$ cat src/rtl/bcd7_pkg.sv
// bcd7_pkg: shared digit-select types and constants for bcd7 and bcd7_scan
package bcd7_pkg;
  localparam int DIGITS = 4;
  typedef logic [DIGITS-1:0] an_t;
  typedef logic [1:0] digit_idx_t;
  localparam an_t AN_RESET = 4'b1000;
  localparam an_t AN_OFF_N = 4'b1111;
endpackage

$ cat src/rtl/bcd7_scan_prescaler.sv
// scan_prescaler: free-running power-of-two prescaler with a wrap strobe on all-ones
module scan_prescaler #(
  parameter int DIV_LOG2 = 16
) (
  input  logic                clk,
  input  logic                reset,
  input  logic                en,
  output logic [DIV_LOG2-1:0] cnt,
  output logic                wrap
);
  logic [DIV_LOG2-1:0] cnt_q, cnt_d;
  always_comb cnt_d = reset ? '0 : en ? cnt_q + DIV_LOG2'(1) : cnt_q;
  always_ff @(posedge clk) cnt_q <= cnt_d;
  assign cnt  = cnt_q;
  assign wrap = en & (&cnt_q);
endmodule

$ cat src/rtl/bcd7_scan.sv
// bcd7_scan: 4-digit one-hot scan driver with active-low anode drive.
// Define BCD7_SCAN_DIM_EN to enable duty-based PWM dimming of the anodes.
module bcd7_scan
  import bcd7_pkg::*;
#(
  parameter int DIV_LOG2 = 16
) (
  input  logic       clk,
  input  logic       reset,
  input  logic       scan_en,
  input  logic [3:0] duty,
  output an_t        an,
  output an_t        an_n,
  output digit_idx_t digit_idx,
  output logic       tick
);
  logic [DIV_LOG2-1:0] cnt;
  logic wrap, vis;
  an_t an_q, an_d, an_n_q, an_n_d;
  digit_idx_t idx_q, idx_d;
  logic tick_q, tick_d;
  scan_prescaler #(.DIV_LOG2(DIV_LOG2)) u_pre (
    .clk  (clk),
    .reset(reset),
    .en   (scan_en),
    .cnt  (cnt),
    .wrap (wrap)
  );
`ifdef BCD7_SCAN_DIM_EN
  logic [DIV_LOG2-1:0] cnt_nx;
  assign cnt_nx = scan_en ? cnt + DIV_LOG2'(1) : cnt;
  assign vis    = scan_en & (cnt_nx[DIV_LOG2-1 -: 4] <= duty);
`else
  // duty and cnt only shape the anode drive when dimming is built in
  assign vis = scan_en | (1'b0 & ^{duty, cnt});
`endif
  always_comb begin
    an_d   = reset ? AN_RESET : wrap ? {an_q[0], an_q[DIGITS-1:1]} : an_q;
    idx_d  = reset ? 2'd3 : wrap ? idx_q - 2'd1 : idx_q;
    tick_d = ~reset & wrap;
    an_n_d = reset ? AN_OFF_N : ~(an_d & {DIGITS{vis}});
  end
  always_ff @(posedge clk) begin
    an_q   <= an_d;
    idx_q  <= idx_d;
    tick_q <= tick_d;
    an_n_q <= an_n_d;
  end
  assign an        = an_q;
  assign an_n      = an_n_q;
  assign digit_idx = idx_q;
  assign tick      = tick_q;
endmodule

$ cat config.mk
export PLATFORM = sky130hd
export DESIGN_NAME = bcd7_scan
export DESIGN_NICKNAME = d
export VERILOG_FILES = /design/src/rtl/bcd7_pkg.sv /design/src/rtl/bcd7_scan_prescaler.sv /design/src/rtl/bcd7_scan.sv
export SDC_FILE = /design/constraint.sdc
export NUM_CORES = 1
export LEC_CHECK = 0
export BUFFER_PORTS_ARGS = -buffer_cell sky130_fd_sc_hd__buf_2
export CORE_MARGIN = 3
export CORE_UTILIZATION = 45
export DETAILED_ROUTE_END_ITERATION = 16
export GPL_ROUTABILITY_DRIVEN = 1
export PLACE_DENSITY_LB_ADDON = 0.3
export SLEW_MARGIN = 20
export SYNTH_ARGS = -nofsm -noshare
export SYNTH_HDL_FRONTEND = slang
export SYNTH_HIERARCHICAL = 1
export SYNTH_SLANG_ARGS = --single-unit
$ cat constraint.sdc
create_clock -name clk -period 6.2 [get_ports clk]
set_clock_uncertainty 0.15 [all_clocks]
set_input_delay 1.86 -clock clk [delete_from_list [all_inputs] [get_ports clk]]
set_output_delay 1.86 -clock clk [all_outputs]
set_load 0.02 [all_outputs]
==> results of run 1 <==
-- how the worst min path moves through the flow --
| stage | startpoint | endpoint | slack [ps] | depth (start not counted) |
|---|---|---|---|---|
| after global placement | u_pre/cnt[14] | u_pre/cnt[14] | 320 | 2 |
| after CTS | u_pre/cnt[14] | u_pre/cnt[14] | 350 | 2 |
| after global routing | u_pre/cnt[14] | u_pre/cnt[14] | 380 | 2 |
| after floorplan | u_pre/cnt[14] | u_pre/cnt[14] | 300 | 2 |
| final | u_pre/cnt[14] | u_pre/cnt[14] | 340 | 2 |
| after detailed placement | u_pre/cnt[14] | u_pre/cnt[14] | 330 | 2 |
-- worst register-to-register path: stages (launching register included) --
cell and delay, ps:
dfxtp_1 480, and4_1 310, nand2_1 90, nor4_1 340, buf_4 230, nor2b_1 60
or3_1 290
-- cell usage after synthesis (2+ instances only) --
| cell type | number | area [µm²] |
|---|---|---|
| dfxtp_1 | 27 | 540.5 |
| nor2_1 | 18 | 67.56 |
| nand2_1 | 5 | 18.77 |
| nand2b_1 | 5 | 31.28 |
| nand3_1 | 5 | 25.02 |
| nor2b_1 | 5 | 31.28 |
| xnor2_1 | 5 | 43.79 |
| xor2_1 | 5 | 43.79 |
| a21oi_1 | 4 | 20.02 |
| mux2i_1 | 4 | 40.04 |
| nand4_1 | 3 | 18.77 |
| nor4_1 | 3 | 18.77 |
| o21ai_0 | 3 | 15.01 |
| or3_1 | 3 | 18.77 |
| and2_1 | 2 | 12.51 |
| and3_1 | 2 | 12.51 |
| inv_1 | 2 | 7.510 |
-- power by group through the flow --
stage | Sequential [mW] | Combinational, mW | Clock, mW
after floorplan | 0.181 | 0.00694 | 0
after global placement | 0.181 | 0.00965 | 0
after detailed placement | 0.181 | 0.0102 | 0
after CTS | 0.177 | 0.0102 | 0.0845
after global routing | 0.177 | 0.0113 | 0.0905
final | 0.177 | 0.0101 | 0.0772
-- cells by family (layout without fill, tap and decap cells) --
kind of cell | after synthesis | in the layout | synth area share
AND/OR/NAND/NOR | 60 | 60 | 0.3124
buffers and inverters | 6 | 20 | 0.02749
flip-flops | 27 | 27 | 0.4752
multiplexers | 6 | 6 | 0.05830
XOR/XNOR | 10 | 10 | 0.07700
adder cells (fa/ha/maj) | 1 | 1 | 0.01100
AO/OA/AOI/OAI | 8 | 8 | 0.03850
-- final cells by class --
type	instances	area share
Inverter	2	0.006000
Multi-Input combinational cell	85	0.4520
Clock inverter	1	0.006000
Timing Repair Buffer	14	0.05800
Tap cell	28	0.02800
Sequential cell	27	0.4320
Clock buffer	3	0.01800
-- per-stage QoR --
| step | setup WS [ps] | power (mW) | cell area [µm²] | hold WS (ps) | util |
|---|---|---|---|---|---|
| after global routing | 2908 | 0.2791 | 1251 | 383.6 | 0.5447 |
| after detailed placement | 2587 | 0.1909 | 1221 | 327.8 | 0.5316 |
| after global placement | 2617 | 0.1903 | 1221 | 316.9 | 0.5316 |
| after floorplan | 2756 | 0.1879 | 1137 | 303.6 | - |
| final | 2943 | 0.2642 | 1251 | 343.5 | 0.5447 |
| after CTS | 2968 | 0.2718 | 1251 | 347.3 | 0.5447 |
-- per-layer routing --
| layer | up-vias | GRT usage | routed length [µm] |
|---|---|---|---|
| met5 | - | 0 | 0 |
| met1 | 394 | 0.1586 | 892 |
| met2 | 16 | 0.2254 | 884 |
| li1 | 428 | - | - |
| met3 | 5 | 0.04828 | 97 |
| met4 | 0 | 0.08136 | 51 |
-- state kept, by name, summed over array words and instances, names as in the netlist --
register	flops
an_n	4
u_pre/cnt	16
digit_idx	2
an	4
tick	1
==> results_dict.tcl, run 1 <==
set metrics [dict create \
    startpoint "scan_en" \
    critical_path_required_ps 6290 \
    nNetsFinal 141 \
    p_switching_mw 0.06071 \
    crit_buf_inv 2 \
    gp_congestion 0.7677 \
    grt_usage 0.1396 \
    crit_slowest_cell "nor4_1" \
    cts.sinks 27 \
    chipHeight_um 56.28 \
    startpoint_type "primary input" \
    drive_gt1_frac 0.1742 \
    postRouteAntennaNets 0 \
    ctsHoldBuffers 0 \
    floorplan.die_area_um2 3167 \
    io_buffers 13 \
    worstSetupPathType "primary input to register" \
    cp_num_cells 7 \
    vias_per_cell 5.269 \
    crit_arrival_ps 3350 \
    grt-ovfl-total 0 \
    n_antenna_cell 0 \
    cts_buffer_depth 2 \
    reg2regPathDepth 6 \
    die_w_um 56.28 \
    register_area_um2 540.5 \
    reg2reg_to "an[3]" \
    seq_power_share 0.670 \
    ir_worst_vdd_mv 0.1570 \
    io_pins 18 \
    grt_setup_unrepaired "false" \
    area_growth_pct 10.01 \
    fmax_mhz 307.1 \
    worst_path_dominant_cell_family "simple AND/OR/NAND/NOR gates" \
    grt_start_max_net_pins 29 \
    path_max_fanout 9 \
    drcViolationCount 0 \
    seq_area_frac_synth 0.4752 \
    multi_input_area_um2 565.5 \
    synthFlopType "dfxtp_1" \
    cts_buffers 3 \
    drv_slew 0 \
    power_frac_comb 0.038 \
    cts-root-buf "clkbuf_4" \
    ys_types 34 \
    tns_ps 0 \
    layout_commonest_cell "dfxtp_1" \
    finalCriticalPeriod_ps 3257 \
    status "complete, no violations" \
    cts_tree "built" \
    rows 17 \
    yosys_warnings 6 \
    synth_nets 126 \
    syn_inst 118 \
    async_flop_share 0 \
    power_leakage_nw 0.4700 \
    p_sw_frac 0.2298 \
    syn_avg_cell_area_um2 9.638 \
    path_cells "buf_2 -> and4_1 -> nand2_1 -> nor4_1 -> buf_4 -> nor2b_1 -> or3_1" \
    final_cell_mix "27 x dfxtp_1, 18 x nor2_1, 13 x buf_2" \
    clkLatencyLatePin_ps 330 \
    synth-edff-count 0 \
    p_per_area_nw_per_um2 211.1 \
    wire_per_inst_um 12.03 \
    timing_worst_slew_pin_value_ps 463.7 \
    finalCritPeriodShare 0.5253 \
    ys_seq_elements 27 \
    max_cap_violations 0 \
    hold_viol_final 0 \
    syn_area_um2 1137 \
    cts_htree_levels 1 \
    fillers 223 \
    vias 843 \
    grt_pass1_vias 797 \
    first_iter_violations 15 \
    slew-limit-headroom 0.6909 \
    intPower_mw 0.2035 \
    post_cts_buffers 0 \
    core_um2 2297 \
    p_clk_frac 0.292 \
    crit_path_end_kind "register" \
    grt_pass1_wl_um 3456 \
    start_util 0.4951 \
    clkTransAtPathRegs_ps 150 \
    setup_viol 0 \
    slowest_delay_ps 340 \
    cts_resized 0 \
    final_cells 160 \
    dp_hpwl_um 1295 \
    r2r_start "u_pre/cnt[2]" \
    routed_wl_um 1925 \
    endpoint "an[3]" \
    first_pass_iters 4 \
    antenna_found_initial 0 \
    dpl.cell_count 156 \
    hold_path.class "register to register" \
    regToRegSetupSlack_ps 4150 \
]
No activity file was read; power rests on OpenSTA's default activity.
==> inputs of run 2 (changes only) <==
--- a/config.mk
+++ b/config.mk
@@ -5,6 +5,7 @@
 export SDC_FILE = /design/constraint.sdc
 export NUM_CORES = 1
 export LEC_CHECK = 0
+export ABC_AREA = 1
 export BUFFER_PORTS_ARGS = -buffer_cell sky130_fd_sc_hd__buf_2
 export CORE_MARGIN = 3
 export CORE_UTILIZATION = 45
==> constraint.sdc (replaced) <==
create_clock -name clk -period 2.7 [get_ports clk]
set_clock_uncertainty 0.15 [all_clocks]
set_input_delay 0.81 -clock clk [delete_from_list [all_inputs] [get_ports clk]]
set_output_delay 0.81 -clock clk [all_outputs]
set_load 0.02 [all_outputs]
==> results_dict.tcl, run 2 <==
set metrics [dict create \
    status "complete, no violations" \
    fin_util 0.5337 \
    yosys_warnings 6 \
    cts_resized 0 \
    startpoint_type "register" \
    ys_seq_elements 27 \
    syn_avg_cell_area_um2 7.097 \
    grt_usage 0.1501 \
    crit_slowest_cell "dfxtp_1" \
    ir_worst_vdd_mv 0.3450 \
    hp-start "digit_idx[1]" \
    die_w_um 57.93 \
    wl_met3_um 47 \
    path_cells "ha_1 -> inv_1 -> nor2_2 -> nand2_2 -> nor2_4 -> nand3_2 -> nor2_1 -> inv_2 -> nand2_1 -> nand2_1 -> nand3_1" \
    cts_htree_levels 1 \
    top_layer "met4" \
    slew-limit-headroom 0.6870 \
    largest_register_ffs 16 \
    post_cts_buffers 0 \
    start_util 0.4812 \
    postRouteAntennaNets 0 \
    first_iter_violations 46 \
    chipHeight_um 57.93 \
    hold_viol_final 0 \
    crit_path_end_kind "register" \
    syn_area_um2 1214 \
    clkTransAtPathRegs_ps 150 \
    met1_length_um 1231 \
    holdPathStages 2 \
    post-synth-top-area-cell "dfxtp_1" \
    ctsHoldBuffers 0 \
    core_um2 2522 \
    floorplan.die_area_um2 3356 \
    final_cell_mix "43 x nand2_1, 27 x nor2_1, 27 x dfxtp_1" \
    hold_end "digit_idx[1]" \
    worst_path_dominant_cell_family "simple AND/OR/NAND/NOR gates" \
    tns_ps 0 \
    synth_area_leaders "dfxtp_1 45%, nand2_1 13%, nor2_1 8.4%" \
    hold_path.class "register to register" \
    first_pass_iters 4 \
    gp_congestion 0.7574 \
    io_buffers 13 \
    worstSetupPathType "register to register" \
    p_total_mw 0.6027 \
    vias_per_cell 4.826 \
    crit_arrival_ps 2140 \
    syn_inst 171 \
    rows 18 \
    regToRegSetupSlack_ps 680 \
    antenna_found_initial 0 \
    clkLatencyLatePin_ps 320 \
    grt_setup_unrepaired "false" \
    drv_slew 0 \
    vias 1052 \
    synth.most_common_cell "nand2_1" \
    dp_hpwl_um 1779 \
    grt_start_max_net_pins 17 \
    crit_path_frequent_cell "nand2_1" \
    max_cap_violations 0 \
    async_flop_share 0 \
    cts_buffer_depth 2 \
    cts_buffers 3 \
    yosysTopAreaCellShare 0.4454 \
    finalCritPeriodShare 0.7493 \
    multi_input_area_um2 594.3 \
    p_per_area_nw_per_um2 447.7 \
    n_antenna_cell 0 \
    routed_wl_um 2363 \
    fmax_mhz 494.3 \
    register_area_um2 540.5 \
    area_growth_pct 10.93 \
    final_cells 218 \
    synthFlopType "dfxtp_1" \
    drcViolationCount 0 \
    synth_nets 179 \
    dpl.cell_count 214 \
    wire_per_inst_um 10.84 \
    path_max_fanout 7 \
    cts.sinks 27 \
    grt_pass1_vias 932 \
    drive_gt1_frac 0.2074 \
    synth_commonest_cells "43 x nand2_1, 27 x dfxtp_1, 27 x nor2_1" \
    finalCriticalPeriod_ps 2023 \
    route.met2.wl_um 1068 \
    ys_types 20 \
    synth-edff-count 0 \
    cts_tree "built" \
    grt_pass1_wl_um 3953 \
    slowest_delay_ps 390 \
    cts-root-buf "clkbuf_4" \
    setup_viol 0 \
    seq_area_frac_synth 0.4454 \
    power_leakage_nw 0.5722 \
    io_pins 18 \
    critical_path_required_ps 2820 \
    layout_commonest_cell "nand2_1" \
    r2r_start "u_pre/cnt[0]" \
    grt-ovfl-total 0 \
    fillers 256 \
    reg2regPathDepth 11 \
    crit_buf_inv 2 \
    timing_worst_slew_pin_value_ps 467.8 \
    reg2reg_to "an_n[3]" \
    nNetsFinal 197 \
]
-- run 2: cell count changes after synthesis, moves of 5 or more --
cell and change:
nor2_1 +9, nor2_2 +6, nor2b_1 -5, nand3_1 +10, nand2_1 +38, inv_1 +14
xor2_1 -5, nand2b_1 -5, nand2_2 +7
-- run 2: routing by layer --
metal	track usage	vias up
li1	-	575
met3	0.02673	2
met2	0.2387	6
met5	0	-
met4	0.04967	0
met1	0.2058	469
-- run 2: logic make-up (layout without fill, tap and decap cells) --
logic type | after synthesis | after routing | share of synthesized area
buffers and inverters | 21 | 38 | 0.06494
AND/OR/NAND/NOR | 104 | 104 | 0.3876
XOR/XNOR | 1 | 1 | 0.007218
flip-flops | 27 | 27 | 0.4454
adder cells (fa/ha/maj) | 1 | 1 | 0.01031
AO/OA/AOI/OAI | 17 | 17 | 0.08454
-- run 2: area by class of cell --
cell class / instances / share of cell area
timing repair buffer: 13 / 0.04833
tap: 30 / 0.02788
multi-input combinational: 123 / 0.4415
clock inverter: 1 / 0.005576
sequential: 27 / 0.4015
inverter: 21 / 0.05855
clock buffer: 3 / 0.01673
-- run 2: where the power goes --
part / internal, mW / leakage (nW) / switching [mW]
Sequential: 0.402 / 0.219 / 0.00268
Clock: 0.0565 / 0.0139 / 0.118
Combinational: 0.00652 / 0.340 / 0.0170
Total: 0.465 / 0.572 / 0.137
-- run 2: worst max path at each step --
stage | start | to | slack (ps) | depth (start not counted)
after global routing | u_pre/cnt[0] | an_n[1] | 520 | 11
after global placement | scan_en | an[1] | 440 | 8
after floorplan | scan_en | an[3] | 850 | 7
after detailed placement | scan_en | an[3] | 410 | 8
after CTS | u_pre/cnt[0] | an_n[3] | 690 | 11
final | u_pre/cnt[0] | an_n[3] | 680 | 11
-- run 2: through the flow --
step,setup slack (ps),hold slack [ps],area (µm²)
floorplan,852.6,301.9,1214
global placement,445.0,308.1,1316
detailed placement,414.9,318.5,1316
CTS,690.8,344.1,1346
global route,516.3,385.4,1346
finish,676.9,340.7,1346
-- run 2: worst min-delay path: stages (launching register included) --
cell	delay, ps
dfxtp_1	350
nand2_1	60
nand3_1	50
==> inputs of run 3 (changes only) <==
==> constraint.sdc (replaced) <==
create_clock -name clk -period 1.8 [get_ports clk]
set_clock_uncertainty 0.15 [all_clocks]
set_input_delay 0.54 -clock clk [delete_from_list [all_inputs] [get_ports clk]]
set_output_delay 0.54 -clock clk [all_outputs]
set_load 0.02 [all_outputs]
==> results_dict.tcl, run 3 (same netlist as run 2, synthesis figures left out) <==
set metrics [dict create \
    status "complete, no violations" \
    power_leakage_nw 0.6035 \
    clkLatencyLatePin_ps 320 \
    nNetsFinal 203 \
    io_buffers 13 \
    hold_path.class "register to register" \
    dp_hpwl_um 1866 \
    crit_path_end_kind "register" \
    ir_worst_vdd_mv 0.4616 \
    cts_htree_levels 1 \
    p_per_area_nw_per_um2 652.9 \
    antenna_found_initial 0 \
    route.met2.wl_um 1212 \
    vias 1105 \
    die_w_um 57.93 \
    grt-ovfl-total 0 \
    ctsHoldBuffers 0 \
    cts_tree "built" \
    grt_pass1_wl_um 4119 \
    hold_viol_final 0 \
    grt_pass1_vias 989 \
    startpoint_type "register" \
    grt_start_max_net_pins 17 \
    start_util 0.4812 \
    cts.sinks 27 \
    drcViolationCount 0 \
    finalCritPeriodShare 0.9433 \
    gp_congestion 0.7655 \
    fin_util 0.5620 \
    n_antenna_cell 0 \
    holdWs_ps 344.9 \
    cts-root-buf "clkbuf_4" \
    io_pins 18 \
    core_um2 2522 \
    grt_usage 0.1551 \
    met1_length_um 1240 \
    largest_register_ffs 16 \
    path_max_fanout 7 \
    p_total_mw 0.9256 \
    area_growth_pct 16.80 \
    first_iter_violations 49 \
    worstSetupPathType "register to register" \
    tns_ps 0 \
    drv_slew 0 \
    floorplan.die_area_um2 3356 \
    rows 18 \
    max_cap_violations 0 \
    cts_buffers 3 \
    timing_worst_slew_pin_value_ps 305.1 \
    clkTransAtPathRegs_ps 150 \
    setup_viol 0 \
    routed_wl_um 2548 \
    vias_per_cell 4.933 \
    first_pass_iters 4 \
    wire_per_inst_um 11.38 \
    layout_commonest_cell "nand2_1" \
    crit_arrival_ps 1830 \
    wl_met3_um 65 \
    final_cell_mix "42 x nand2_1, 26 x nor2_1, 23 x dfxtp_1" \
    top_layer "met4" \
    slew-limit-headroom 0.7954 \
    postRouteAntennaNets 0 \
    fmax_mhz 589.0 \
    critical_path_required_ps 1930 \
    cts_buffer_depth 2 \
    finalCriticalPeriod_ps 1698 \
    chipHeight_um 57.93 \
    drive_gt1_frac 0.2680 \
]
-- run 3: cell types whose count changed in the layout (fill, tap and decap cells not counted) --
cell and delta:
ha_4 +1, buf_6 +1, dfxtp_1 -4, buf_4 +5, nor2_1 -1, nor2_2 +1
ha_1 -1, nand2_1 -1, nand2_2 +1, dfxtp_2 +4
-- run 3: final timing paths --
check	startpoint	to	slack [ps]	depth (start not counted)
setup reg to reg	u_pre/cnt[0]	an_n[2]	100	12
hold reg to reg	digit_idx[0]	digit_idx[0]	340	2
hold / removal	digit_idx[0]	digit_idx[0]	340	2
setup / recovery	u_pre/cnt[0]	an_n[2]	100	12
-- run 3: final cells by class --
cell class                      instances  area, µm²
Clock buffer                            3      22.52
Clock inverter                          1      7.507
Fill cell                             248       1105
Inverter                               21      78.83
Multi-Input combinational cell        123      611.8
Sequential cell                        27      545.5
Tap cell                               30      37.54
Timing Repair Buffer                   19      113.9
-- run 3: stage by stage --
step	cells	area, µm²	setup slack (ps)
4_1_cts	222	1376	30.04
6_report	224	1418	102.1
5_1_grt	224	1418	-3.876
3_3_place_gp	218	1346	57.90
2_1_floorplan	171	1214	60.40
3_5_place_dp	218	1346	63.32
-- run 3: worst max-delay path: stages, from the launching register on --
cell and delay, ps:
dfxtp_2 410, ha_4 150, inv_1 50, nor2_2 100, nand2_2 80, nor2_4 110, nand3_2 90, nor2_2 130
buf_6 130, inv_2 70, nand2_1 70, nand2_1 50, nand3_1 60
-- run 3: per-layer routing --
metal | GRT usage | vias to the layer above
met3 | 0.02673 | 4
met5 | 0 | -
li1 | - | 584
met1 | 0.2039 | 502
met2 | 0.2516 | 15
met4 | 0.06291 | 0
-- run 3: repair_timing --
action,4_1_cts,5_1_grt
setup endpoints to repair,0,11
setup buffers,0,2
resized for setup,0,9
hold endpoints to repair,0,0
-- run 3: power by group --
part | leakage, nW | internal (mW) | switching [mW]
combinational | 0.369 | 0.0140 | 0.0269
clock | 0.0139 | 0.0849 | 0.189
sequential | 0.220 | 0.604 | 0.00604
total | 0.604 | 0.703 | 0.222
